--- src/rtl/uart_rx_frame.sv ---
`default_nettype none
// uart_rx_frame: one-sample-per-clk serial frame receiver (idle 0, start 1, LSB-first data, stop 0).
// Optional parity bit between data and stop bits when UART_PARITY_EN is defined.
// Revision: 1.0
module uart_rx_frame #(
  parameter int DATA_W     = 8,
  parameter int STOP_BITS  = 1,
  parameter int PARITY_ODD = 0
) (
  input  logic              clk,
  input  logic              reset,
  input  logic              signal,
  output logic              valid,
  output logic [DATA_W-1:0] data,
  output logic              frame_err,
  output logic              parity_err,
  output logic              busy
);

  localparam int BCNT_W = $clog2(DATA_W + 1);
  localparam int SCNT_W = $clog2(STOP_BITS + 1);

  localparam logic [BCNT_W-1:0] c_last_bit  = BCNT_W'(DATA_W - 1);
  localparam logic [SCNT_W-1:0] c_last_stop = SCNT_W'(STOP_BITS - 1);
  localparam logic              c_par_odd   = 1'(PARITY_ODD);

  localparam logic [1:0] c_idle   = 2'd0;
  localparam logic [1:0] c_data   = 2'd1;
  localparam logic [1:0] c_parity = 2'd2;
  localparam logic [1:0] c_stop   = 2'd3;

`ifdef UART_PARITY_EN
  localparam logic [1:0] c_after_data = c_parity;
`else
  localparam logic [1:0] c_after_data = c_stop;
`endif

  logic [1:0]        r_state;
  logic [1:0]        w_next;
  logic [BCNT_W-1:0] r_bit_cnt;
  logic [SCNT_W-1:0] r_stop_cnt;
  logic [DATA_W-1:0] r_shift;
  logic [DATA_W-1:0] w_shift_next;
  logic              r_frame_flag;
  logic              w_frame_bad;
  logic              w_par_bad;
  logic              w_last_stop;
  logic              w_busy;
  logic              r_valid;
  logic [DATA_W-1:0] r_data;
  logic              r_frame_err;
  logic              r_parity_err;

  always_ff @(posedge clk or posedge reset) begin
    if (reset) r_state <= c_idle;
    else       r_state <= w_next;
  end

  always_comb begin
    w_next = r_state;
    case (r_state)
      c_idle:   if (signal) w_next = c_data;
      c_data:   if (r_bit_cnt == c_last_bit) w_next = c_after_data;
      c_parity: w_next = c_stop;
      c_stop:   if (r_stop_cnt == c_last_stop) w_next = c_idle;
      default:  w_next = c_idle;
    endcase
  end

  always_comb begin
    w_busy      = (r_state != c_idle);
    w_last_stop = (r_state == c_stop) && (r_stop_cnt == c_last_stop);
    // A 1 on the current (last) stop sample counts toward the outcome too.
    w_frame_bad = r_frame_flag | signal;
  end

  always_comb begin
    w_shift_next = r_shift;
    for (int i = 0; i < DATA_W; i++)
      if (r_bit_cnt == BCNT_W'(i)) w_shift_next[i] = signal;
  end

`ifdef UART_PARITY_EN
  logic r_par_acc;

  always_ff @(posedge clk or posedge reset) begin
    if (reset) begin
      r_par_acc <= 1'b0;
    end else begin
      case (r_state)
        c_idle:           r_par_acc <= 1'b0;
        c_data, c_parity: r_par_acc <= r_par_acc ^ signal;
        default:          r_par_acc <= r_par_acc;
      endcase
    end
  end

  assign w_par_bad = r_par_acc ^ c_par_odd;
`else
  assign w_par_bad = 1'b0 & c_par_odd;
`endif

  always_ff @(posedge clk or posedge reset) begin
    if (reset) begin
      r_bit_cnt    <= '0;
      r_stop_cnt   <= '0;
      r_shift      <= '0;
      r_frame_flag <= 1'b0;
      r_valid      <= 1'b0;
      r_data       <= '0;
      r_frame_err  <= 1'b0;
      r_parity_err <= 1'b0;
    end else begin
      r_valid      <= 1'b0;
      r_frame_err  <= 1'b0;
      r_parity_err <= 1'b0;
      case (r_state)
        c_idle: begin
          r_bit_cnt    <= '0;
          r_stop_cnt   <= '0;
          r_frame_flag <= 1'b0;
        end
        c_data: begin
          r_shift   <= w_shift_next;
          r_bit_cnt <= r_bit_cnt + BCNT_W'(1);
        end
        c_stop: begin
          r_stop_cnt   <= r_stop_cnt + SCNT_W'(1);
          r_frame_flag <= w_frame_bad;
          if (w_last_stop) begin
            r_frame_err  <= w_frame_bad;
            r_parity_err <= w_par_bad;
            if (!w_frame_bad && !w_par_bad) begin
              r_valid <= 1'b1;
              r_data  <= r_shift;
            end
          end
        end
        default: ;
      endcase
    end
  end

  assign valid      = r_valid;
  assign data       = r_data;
  assign frame_err  = r_frame_err;
  assign parity_err = r_parity_err;
  assign busy       = w_busy;

endmodule
`default_nettype wire

--- config.mk ---
export PLATFORM = sky130hd
export DESIGN_NAME = uart_rx_frame
export DESIGN_NICKNAME = d
export VERILOG_FILES = /design/src/rtl/uart_rx_frame.sv
export SDC_FILE = /design/constraint.sdc
export NUM_CORES = 1
export LEC_CHECK = 0
export BUFFER_PORTS_ARGS = -buffer_cell sky130_fd_sc_hd__buf_2
export CORE_MARGIN = 4
export CORE_UTILIZATION = 35
export CTS_CLUSTER_DIAMETER = 120
export DETAILED_ROUTE_END_ITERATION = 16
export GPL_TIMING_DRIVEN = 1
export PLACE_DENSITY = 0.56
export SETUP_SLACK_MARGIN = 0.4
export SLEW_MARGIN = 20
export SYNTH_ARGS = -nofsm -noshare
export SYNTH_HDL_FRONTEND = slang
export SYNTH_SLANG_ARGS = --single-unit
--- constraint.sdc ---
create_clock -name clk -period 4.44 [get_ports clk]
set_clock_uncertainty 0.15 [all_clocks]
set_input_delay 0.666 -clock clk [delete_from_list [all_inputs] [get_ports clk]]
set_output_delay 0.666 -clock clk [all_outputs]
set_load 0.01 [all_outputs]
==> key figures, run 1 <==
Cells and area
  • Share of post-route cells with drive strength above 1: 31.9%
  • Area grow syn2layout: 10.5%
  • Fillers: 358
  • Total inserted antenna cells: 0
  • Net total in the final layout: 125
  • Number of non-filler instances in the completed layout: between 150 and 200

Detailed routing
  • Number of vias in the routed layout: 737
  • Wirelength per Cell: 11.7 um
  • Number of design-rule violations left by the first detailed-router iteration: 18
  • Total wirelength of the detailed-routed design: 1860 um
  • Detailed-routing wirelength on met1: roughly 860 um
  • Number of DRC violations after detailed routing: 0
  • Top routing layer in use: met4
  • Number of nets with antenna violations after routing: 0
  • Sum of met3 wire segment lengths after detailed routing: 100 um
  • Routed wl met2: 883 um
  • DRT Pass-1 Iters: 4
  • Vias per cell: 4.64

Synth
  • Post-synth cell types: 25
  • Average instance area after synthesis: 12.1 um^2
  • Gate count after technology mapping: 101
  • Sequential share of the synthesized area: 53.3%
  • Cell types with the largest area share after synthesis: sky130_fd_sc_hd__dfrtp_1 (53%), sky130_fd_sc_hd__mux2_2 (16%), sky130_fd_sc_hd__ha_1 (8.2%)
  • Dominant cell type by area after synthesis: sky130_fd_sc_hd__dfrtp_1
  • Combined area of all synthesized cells: ~0.0012 mm^2
  • Synth Register Bits: 26
  • Post-synthesis net count: 112
  • YS warnings: 0
  • Share of the synthesized area in the top cell type: a little over half

CTS
  • Hold-fix buffer count after cts: 0
  • CTS sink cnt: 26
  • Clock network latency to the later pin of the worst-skew pair: 0.31 ns
  • Post-CTS Setup Inserts: 0
  • Bufs on Longest Clock Path: 2
  • Total clock buffers created by CTS: 3
  • H-tree Lvls: 1
  • Library cell used as clock root buffer: sky130_fd_sc_hd__clkbuf_4
  • Clock slew seen by the registers of the worst setup and hold paths: 0.13 ns
  • CTS tree: built
  • Count of cells resized by post-cts repair: 0

Timing
  • Time the worst path needs with I/O delays and setup: 2.09 ns
  • Final hold violation count: 0
  • Number of setup violations in the final report: 0
  • Max Slew Vio Count: 0
  • Slew at the pin with the worst max-slew slack: between 0.9 and 1 ns
  • Final total negative setup slack: 0 ns
  • Max Freq: 478 MHz
  • Share of the clock period used by the worst path after layout: 47.1%
  • Worst slew slack as a fraction of its limit: 38.8%
  • Setup repair after global routing missed its margin: false

GRT
  • Vias in the first global route: 772
  • Number of antenna violations at the first check in global routing: 0
  • Pin count of the biggest net entering global routing: 27
  • Overall global routing resource usage: 10.0%
  • Wire length of the first global-routing pass: 3390 um
  • Overflow left after global routing: 0

Floorplan
  • Number of placement rows: 21
  • Area enclosed by the die boundary: 0.00450 mm^2
  • Std-Cell Core Area: 0.00336 mm^2
  • Die Y: roughly 67 um
  • Die Width: 67.1 um
  • Initial standard-cell utilization of the core: 36.3%
  • IO Count: 15

Critical path
  • Critical path class: flip-flop to output pin
  • Crit path launch type: flip-flop
  • Crit end category: output pin
  • Crit. Startpoint: r_state[0]$_DFFE_PP0P_
  • Worst Path Required: 3.62 ns
  • Data arrival time of the critical path: 1.27 ns
  • Maximum fanout encountered on the critical timing path: 4
  • Origin of the critical flop-to-flop path: r_state[1]$_DFFE_PP0P_

Pwr
  • Power per cell area: 685 mW/mm^2
  • Worst vdd rail ir drop: about 270 uV
  • Overall power of the completed layout: 0.924 mW
  • Leak Pwr: approximately 0.62 nW

Status
  • Run status: complete, no violations

Placement
  • Placed wire-length estimate after detailed placement: around 1400 um
  • Count of input and output buffers: 13
  • Routability congestion estimate: between 0.7 and 0.8
  • Placed cells: 155

Worst hold path
  • Path type of the worst min-delay path: input port to async pin

Flow run
  • Reported max-cap violation count: 0
## synth_stat cells (all sizes together)
library cell / count
mux2: 18
inv: 7
conb: 1
dfrtp: 26
o31ai: 1
nand3: 5
ha: 8
nand4: 1
nor2b: 1
buf: 4
nand2b: 1
clkbuf: 1
o22a: 1
mux2i: 2
and2b: 1
nor3: 5
nand2: 8
nor2: 5
nand3b: 1
o21ai: 2
a222oi: 1
a21oi: 1
## flip-flops by register name, summed over array words and instances, names as in the netlist
name	flops
data	8
r_shift	8
r_bit_cnt	4
r_state	2
frame_err	1
r_frame_flag	1
r_stop_cnt	1
valid	1
## path summary, 6_finish.rpt
path	to	slack, ns	cells past startpoint
worst min register to register	data[5]$_DFFE_PP0P_	0.37	1
worst min-delay path	r_frame_flag$_DFFE_PP0P_	0.27	2
max in group asynchronous	data[5]$_DFFE_PP0P_	3.46	2
min in group clk	data[5]$_DFFE_PP0P_	0.37	1
worst max-delay path	busy	2.35	4
worst max register to register	r_state[1]$_DFFE_PP0P_	2.48	4
## worst max-delay path: stages, from the launching register on
cell                      delay [ns]
sky130_fd_sc_hd__dfrtp_1        0.44
sky130_fd_sc_hd__inv_1          0.10
sky130_fd_sc_hd__ha_1           0.24
sky130_fd_sc_hd__inv_1          0.05
sky130_fd_sc_hd__buf_2          0.13
## routing by layer
| layer | vias to the layer above | GRT usage, % |
|---|---|---|
| met5 | - | 0 |
| met4 | 0 | 2.28 |
| met3 | 2 | 4.05 |
| met2 | 14 | 16.6 |
| met1 | 356 | 12.1 |
| li1 | 365 | - |
## report_power, final
part           leakage [nW]  internal (mW)  switching [mW]
Sequential            0.315          0.348          0.0744
Combinational         0.288          0.195           0.190
Clock                0.0210         0.0501          0.0659
## final cells by class
class,instances,area (um^2),share of cell area [%]
Multi-Input combinational cell,63,513,38.0
Inverter,7,26.3,1.95
Clock buffer,4,36.3,2.69
Sequential cell,26,651,48.2
Tap cell,46,57.6,4.27
Timing Repair Buffer,13,65.1,4.82
## cells in the final DEF, fill, tap and decap left out
cell type | netlist | routed
sky130_fd_sc_hd__ha_1 | 8 | 8
sky130_fd_sc_hd__inv_1 | 7 | 6
sky130_fd_sc_hd__o22a_1 | 1 | 1
sky130_fd_sc_hd__clkbuf_8 | 0 | 1
sky130_fd_sc_hd__nor2b_1 | 1 | 1
sky130_fd_sc_hd__nand3b_1 | 1 | 1
sky130_fd_sc_hd__a21oi_1 | 1 | 1
sky130_fd_sc_hd__buf_2 | 1 | 13
sky130_fd_sc_hd__a222oi_1 | 1 | 1
sky130_fd_sc_hd__o21ai_0 | 2 | 2
sky130_fd_sc_hd__o31ai_1 | 1 | 1
sky130_fd_sc_hd__nor2_1 | 5 | 5
sky130_fd_sc_hd__conb_1 | 1 | 1
sky130_fd_sc_hd__nor3_1 | 4 | 4
sky130_fd_sc_hd__clkbuf_4 | 0 | 3
sky130_fd_sc_hd__mux2i_1 | 2 | 2
sky130_fd_sc_hd__nand4_1 | 1 | 1
sky130_fd_sc_hd__nor3_4 | 1 | 1
sky130_fd_sc_hd__nand2b_1 | 1 | 1
sky130_fd_sc_hd__and2b_2 | 1 | 1
sky130_fd_sc_hd__nand2_1 | 8 | 8
sky130_fd_sc_hd__dfrtp_1 | 26 | 26
sky130_fd_sc_hd__mux2_2 | 17 | 17
sky130_fd_sc_hd__nand3_1 | 5 | 5
sky130_fd_sc_hd__mux2_1 | 1 | 1
sky130_fd_sc_hd__clkinv_1 | 0 | 1
## stage by stage
step                area (um^2)  utilization [%]  hold WS (ns)  setup WS (ns)
floorplan                  1220                -         0.324           2.63
global placement           1310             39.0         0.335           2.50
detailed placement         1310             39.0         0.342           2.44
CTS                        1350             40.1         0.373           2.33
global route               1350             40.1         0.301           2.24
finish                     1350             40.1         0.267           2.35
## cells by family (layout without fill, tap and decap cells)
group / Yosys count / after routing / share of synthesized area (%)
AOI/OAI and AO/OA: 6 / 6 / 3.38
other: 1 / 1 / 0.307
adders and majority gates: 8 / 8 / 8.20
buffers and inverters: 12 / 24 / 4.71
DFF: 26 / 26 / 53.3
and+or+nand+nor: 28 / 28 / 11.9
muxes: 20 / 20 / 18.2
No activity file was read; power rests on OpenSTA's default activity.
==> run 2, diff against run 1 <==
==> constraint.sdc (replaced) <==
create_clock -name clk -period 2 [get_ports clk]
set_clock_uncertainty 0.15 [all_clocks]
set_input_delay 0.3 -clock clk [delete_from_list [all_inputs] [get_ports clk]]
set_output_delay 0.3 -clock clk [all_outputs]
set_load 0.01 [all_outputs]
==> run 2 against run 1 <==
Power grew to 2.9 times the previous value. Via count grew 10%. Routed wire length increased by 23%. Critical endpoint is now r_state[1]$_DFFE_PP0P_. Largest cell class unchanged.
==> key figures, run 2 (synthesized netlist as in run 1, its figures left out) <==
Placement
  • Total placed instance area: between 0.001 and 0.0015 mm^2
  • Placed wire-length estimate after detailed placement: 1480 um
  • Worst slack after detailed placement: approximately 0.11 ns
  • Routability congestion estimate: 0.855
  • Count of input and output buffers: 13

Cells and area
  • Total inserted antenna cells: 0
  • Share of post-route cells with drive strength above 1: 49.2%
  • Cell area after layout: 0.00163 mm^2
  • Area grow syn2layout: 33.7%
  • Most used cells in the layout excluding fill and tap cells: sky130_fd_sc_hd__dfrtp_1 (24), sky130_fd_sc_hd__buf_2 (13), sky130_fd_sc_hd__buf_4 (11)
  • Net total in the final layout: 140
  • Leading cell type in the layout, fill and taps excluded: sky130_fd_sc_hd__dfrtp_1
  • Fillers: 324

Critical path
  • Data arrival time of the critical path: roughly 1.8 ns
  • Critical path class: flip-flop to flip-flop
  • Crit path launch type: flip-flop
  • Crit end category: flip-flop
  • Worst Path Required: 2.07 ns
  • Crit. Startpoint: r_state[0]$_DFFE_PP0P_
  • Endpoint of the worst register-to-register path: r_state[1]$_DFFE_PP0P_
  • Logic depth of the worst register-to-register path: 3
  • Maximum fanout encountered on the critical timing path: 4
  • Origin of the critical flop-to-flop path: r_state[0]$_DFFE_PP0P_
  • Setup slack, reg-to-reg: 0.25 ns
  • Critical Path End: r_state[1]$_DFFE_PP0P_

Timing
  • Final hold violation count: 0
  • Max Freq: roughly 570 MHz
  • Final worst hold slack: 0.193 ns
  • Number of setup violations in the final report: 0
  • Setup repair after global routing missed its margin: true
  • Worst setup slack after layout: about 0.25 ns
  • Share of the clock period used by the worst path after layout: approximately 90%
  • Max Slew Vio Count: 0
  • Final total negative setup slack: 0 ns
  • Time the worst path needs with I/O delays and setup: 1.75 ns

Pwr
  • Combinational share of power: 50.1%
  • Worst vdd rail ir drop: 808 uV
  • Net load switching power: 0.895 mW
  • Switching power share of the total: 33.9%
  • Leak Pwr: 0.750 nW
  • Clock share of power: ~14%
  • Power Internal: 1.74 mW
  • Power per cell area: around 1600 mW/mm^2
  • Share of total power in sequential cells: between 30% and 40%

CTS
  • CTS sink cnt: 26
  • Total clock buffers created by CTS: 3
  • CTS tree: built
  • Library cell used as clock root buffer: sky130_fd_sc_hd__clkbuf_4
  • Bufs on Longest Clock Path: 2
  • H-tree Lvls: 1
  • Clock network latency to the later pin of the worst-skew pair: 0.32 ns
  • Clock slew seen by the registers of the worst setup and hold paths: 0.15 ns

Detailed routing
  • Vias per cell: around 4.7
  • Number of DRC violations after detailed routing: 0
  • Wirelength per Cell: 13.1 um
  • DRT Pass-1 Iters: 4
  • Number of nets with antenna violations after routing: 0
  • Number of vias in the routed layout: roughly 810
  • Number of design-rule violations left by the first detailed-router iteration: 17
  • Total wirelength of the detailed-routed design: about 2300 um

Floorplan
  • Die Width: 67.1 um
  • IO Count: 15
  • Initial standard-cell utilization of the core: 36.3%
  • Std-Cell Core Area: 0.00336 mm^2
  • Area enclosed by the die boundary: 0.00450 mm^2
  • Die Y: 67.1 um
  • Number of placement rows: 21

Status
  • Run status: complete, no violations

GRT
  • Wire length of the first global-routing pass: 3610 um
  • Overflow left after global routing: 0
  • Vias in the first global route: 789
  • Overall global routing resource usage: 10.8%
  • Pin count of the biggest net entering global routing: 27
  • Number of antenna violations at the first check in global routing: 0

Worst hold path
  • Path type of the worst min-delay path: input port to flip-flop

Flow run
  • Reported max-cap violation count: 0
## run 2: changes by cell type in the layout (fill, tap and decap cells not counted), sizes merged
cell	previous run	this run
clkinv	1	0
bufinv	0	1
inv	6	7
dlygate4sd3	0	1
buf	13	26
## run 2: area by class of cell
cell class              instances  area, um^2  share of cell area, %
repair buffers                 28         214                   13.1
clock inverters                 1        30.0                   1.84
well taps                      46        57.6                   3.52
clock buffers                   3        22.5                   1.38
flip-flops and latches         26         653                   40.0
inverters                       7        31.3                   1.92
multi-input cells              63         624                   38.2
## run 2: per-stage QoR
step	power, mW	util (%)	std cells
after floorplan	1.59	-	101
after global routing	2.84	48.5	174
after detailed placement	1.85	39.5	157
after global placement	1.79	39.5	157
after CTS	2.50	46.1	171
final	2.64	48.5	174
## run 2: power by group through the flow
stage / combinational (mW) / clock (mW) / sequential, mW
after CTS: 1.19 / 0.374 / 0.938
after detailed placement: 0.900 / 0 / 0.947
after floorplan: 0.631 / 0 / 0.960
after global routing: 1.44 / 0.399 / 0.997
after global placement: 0.868 / 0 / 0.927
final: 1.32 / 0.356 / 0.961
## run 2: worst max-delay path: stages, from the launching register on
cell                       delay [ns]
sky130_fd_sc_hd__dfrtp_2         0.49
sky130_fd_sc_hd__ha_2            0.21
sky130_fd_sc_hd__a222oi_1        0.45
sky130_fd_sc_hd__mux2_1          0.36
## run 2: what timing repair did
action                                  CTS  global route
gates cloned                              0             1
endpoints found under the setup margin   15            20
pin swaps                                 4             3
buffers inserted                          9             2
hold endpoints to repair                 26             0
hold buffers                              1             0
gates resized for setup                  17            13
## run 2: per-layer routing
metal,up-vias,part of all wire [%],routed length [um],track usage [%]
li1,397,-,-,-
met1,403,45,1040,13.1
met2,10,51,1160,18.5
met3,2,3.4,77,3.88
met4,0,0.39,9,1.52
met5,-,0,0,0
## run 2: worst min path at each step
stage	endpoint	start	cells past startpoint	slack, ns
2_1_floorplan	data[0]$_DFFE_PP0P_	reset	1	0.19
3_3_place_gp	r_frame_flag$_DFFE_PP0P_	reset	3	0.21
3_5_place_dp	r_frame_flag$_DFFE_PP0P_	reset	3	0.22
4_1_cts	frame_err$_DFF_PP0_	signal	3	0.18
5_1_grt	frame_err$_DFF_PP0_	signal	3	0.20
6_report	frame_err$_DFF_PP0_	signal	3	0.19
==> run 3, diff against run 2 <==
==> constraint.sdc (replaced) <==
create_clock -name clk -period 1.9 [get_ports clk]
set_clock_uncertainty 0.15 [all_clocks]
set_input_delay 0.285 -clock clk [delete_from_list [all_inputs] [get_ports clk]]
set_output_delay 0.285 -clock clk [all_outputs]
set_load 0.01 [all_outputs]
==> run 3 against run 2 <==
Critical endpoint unchanged. Largest cell class is now multi-input combinational cells. Combinational power grew 23%. Highest routed layer unchanged. Clock-buffer cell count unchanged. Flip-flop and latch count stayed put.
==> key figures, run 3 (synthesized netlist as in run 1, its figures left out) <==
Timing
  • Setup repair after global routing missed its margin: true
  • Number of setup violations in the final report: 0
  • Share of the clock period used by the worst path after layout: 90.2%
  • Final worst hold slack: 0.173 ns
  • Final hold violation count: 0
  • Final total negative setup slack: 0 ns
  • Time the worst path needs with I/O delays and setup: 1.71 ns
  • Max Freq: just under 600 MHz
  • Worst setup slack after layout: 0.187 ns
  • Max Slew Vio Count: 0

Pwr
  • Leak Pwr: slightly below 0.8 nW
  • Overall power of the completed layout: 3.02 mW
  • Power per cell area: 1750 mW/mm^2
  • Worst vdd rail ir drop: 713 uV

Placement
  • Routability congestion estimate: ~0.85
  • Worst slack after detailed placement: 0.101 ns
  • Count of input and output buffers: 13
  • Placed wire-length estimate after detailed placement: 1460 um

CTS
  • Total clock buffers created by CTS: 3
  • Clock network latency to the later pin of the worst-skew pair: 0.32 ns
  • H-tree Lvls: 1
  • Bufs on Longest Clock Path: 2
  • CTS sink cnt: 26
  • CTS tree: built
  • Library cell used as clock root buffer: sky130_fd_sc_hd__clkbuf_4
  • Clock slew seen by the registers of the worst setup and hold paths: 0.14 ns

Cells and area
  • Area taken by flip-flops and latches: 656 um^2
  • Area grow syn2layout: 41.1%
  • Share of post-route cells with drive strength above 1: 60.5%
  • Total area of multi-input combinational cells: 706 um^2
  • Fillers: 327
  • Final cell utilization of the core: 51.2%
  • Leading cell type in the layout, fill and taps excluded: sky130_fd_sc_hd__dfrtp_1
  • Most used cells in the layout excluding fill and tap cells: sky130_fd_sc_hd__dfrtp_1 (22), sky130_fd_sc_hd__mux2_4 (13), sky130_fd_sc_hd__buf_2 (13)
  • Total inserted antenna cells: 0
  • Net total in the final layout: ~140

Detailed routing
  • Number of nets with antenna violations after routing: 0
  • Total wirelength of the detailed-routed design: 2550 um
  • DRT Pass-1 Iters: 4
  • Wirelength per Cell: 14.6 um
  • Number of vias in the routed layout: 840
  • Number of DRC violations after detailed routing: 0
  • Vias per cell: 4.80
  • Number of design-rule violations left by the first detailed-router iteration: 32

GRT
  • Wire length of the first global-routing pass: 4150 um
  • Overflow left after global routing: 0
  • Vias in the first global route: around 900
  • Number of antenna violations at the first check in global routing: 0
  • Pin count of the biggest net entering global routing: 27
  • Overall global routing resource usage: 12.1%

Critical path
  • Setup slack, reg-to-reg: ~0.19 ns
  • Maximum fanout encountered on the critical timing path: 7
  • Logic depth of the worst register-to-register path: 3
  • Crit path launch type: flip-flop
  • Crit end category: flip-flop
  • Endpoint of the worst register-to-register path: r_state[1]$_DFFE_PP0P_
  • Worst Path Required: 1.97 ns
  • Critical path class: flip-flop to flip-flop
  • Origin of the critical flop-to-flop path: r_bit_cnt[3]$_DFFE_PP0P_
  • Data arrival time of the critical path: around 1.8 ns

Worst hold path
  • Startpoint of the tightest hold check path: signal
  • Cell depth of the worst min-delay path: 3
  • Path type of the worst min-delay path: input port to flip-flop
  • Hold endpoint: frame_err$_DFF_PP0_

Floorplan
  • Die Width: 67.1 um
  • Area enclosed by the die boundary: around 0.0045 mm^2
  • Initial standard-cell utilization of the core: a little over a third
  • IO Count: 15
  • Number of placement rows: 21
  • Die Y: ~67 um
  • Std-Cell Core Area: 0.00336 mm^2

Status
  • Run status: complete, no violations

Flow run
  • Reported max-cap violation count: 0
[run 3: how the worst max path moves through the flow]
stage                             startpoint                     end  slack [ns]  cells after the start
finish              r_bit_cnt[3]$_DFFE_PP0P_  r_state[1]$_DFFE_PP0P_        0.19                      3
global placement    r_bit_cnt[0]$_DFFE_PP0P_  r_state[1]$_DFFE_PP0P_        0.18                      4
CTS                   r_state[0]$_DFFE_PP0P_  r_state[1]$_DFFE_PP0P_        0.19                      3
detailed placement    r_state[1]$_DFFE_PP0P_  r_state[1]$_DFFE_PP0P_        0.10                      4
global route          r_state[0]$_DFFE_PP0P_  r_state[1]$_DFFE_PP0P_        0.11                      3
floorplan             r_state[1]$_DFFE_PP0P_  r_state[1]$_DFFE_PP0P_        0.15                      5
[run 3: routing by layer]
metal  track usage (%)  wire length (um)  vias up
met2              21.8              1360       18
met3              3.54                89        6
met1              13.8              1060      421
li1                  -                 -      395
met4              3.04                39        0
met5                 0                 0        -
[run 3: through the flow]
step           std cells  cell area [um^2]
2_1_floorplan        101              1220
3_3_place_gp         158              1340
6_report             175              1720
3_5_place_dp         158              1340
4_1_cts              172              1570
5_1_grt              175              1720
[run 3: final cells by class]
type / count / area share [%]
clock inverter: 1 / 1.74
timing repair buffer: 29 / 12.6
clock buffer: 3 / 1.31
inverter: 7 / 1.96
multi-input combinational: 63 / 41.0
sequential: 26 / 38.1
tap: 46 / 3.34
[run 3: worst max-delay path, cell delays in order (launching register included)]
cell and delay (ns):
sky130_fd_sc_hd__dfrtp_2 0.51, sky130_fd_sc_hd__nand3b_1 0.19, sky130_fd_sc_hd__a222oi_1 0.40, sky130_fd_sc_hd__mux2_1 0.36
[run 3: where the power goes]
part / switching, mW / total, mW / internal, mW / leakage, nW
Clock: 0.164 / 0.377 / 0.213 / 0.0279
Combinational: 0.683 / 1.62 / 0.938 / 0.443
Sequential: 0.200 / 1.02 / 0.820 / 0.310
Total: 1.05 / 3.02 / 1.97 / 0.781
[run 3: timing repair]
item,in CTS,in global routing
hold endpoints to repair,26,0
cloned,0,1
hold buffers,1,0
resized for setup,27,33
buffers inserted,9,2
setup endpoints to repair,21,23
pin swaps,4,5
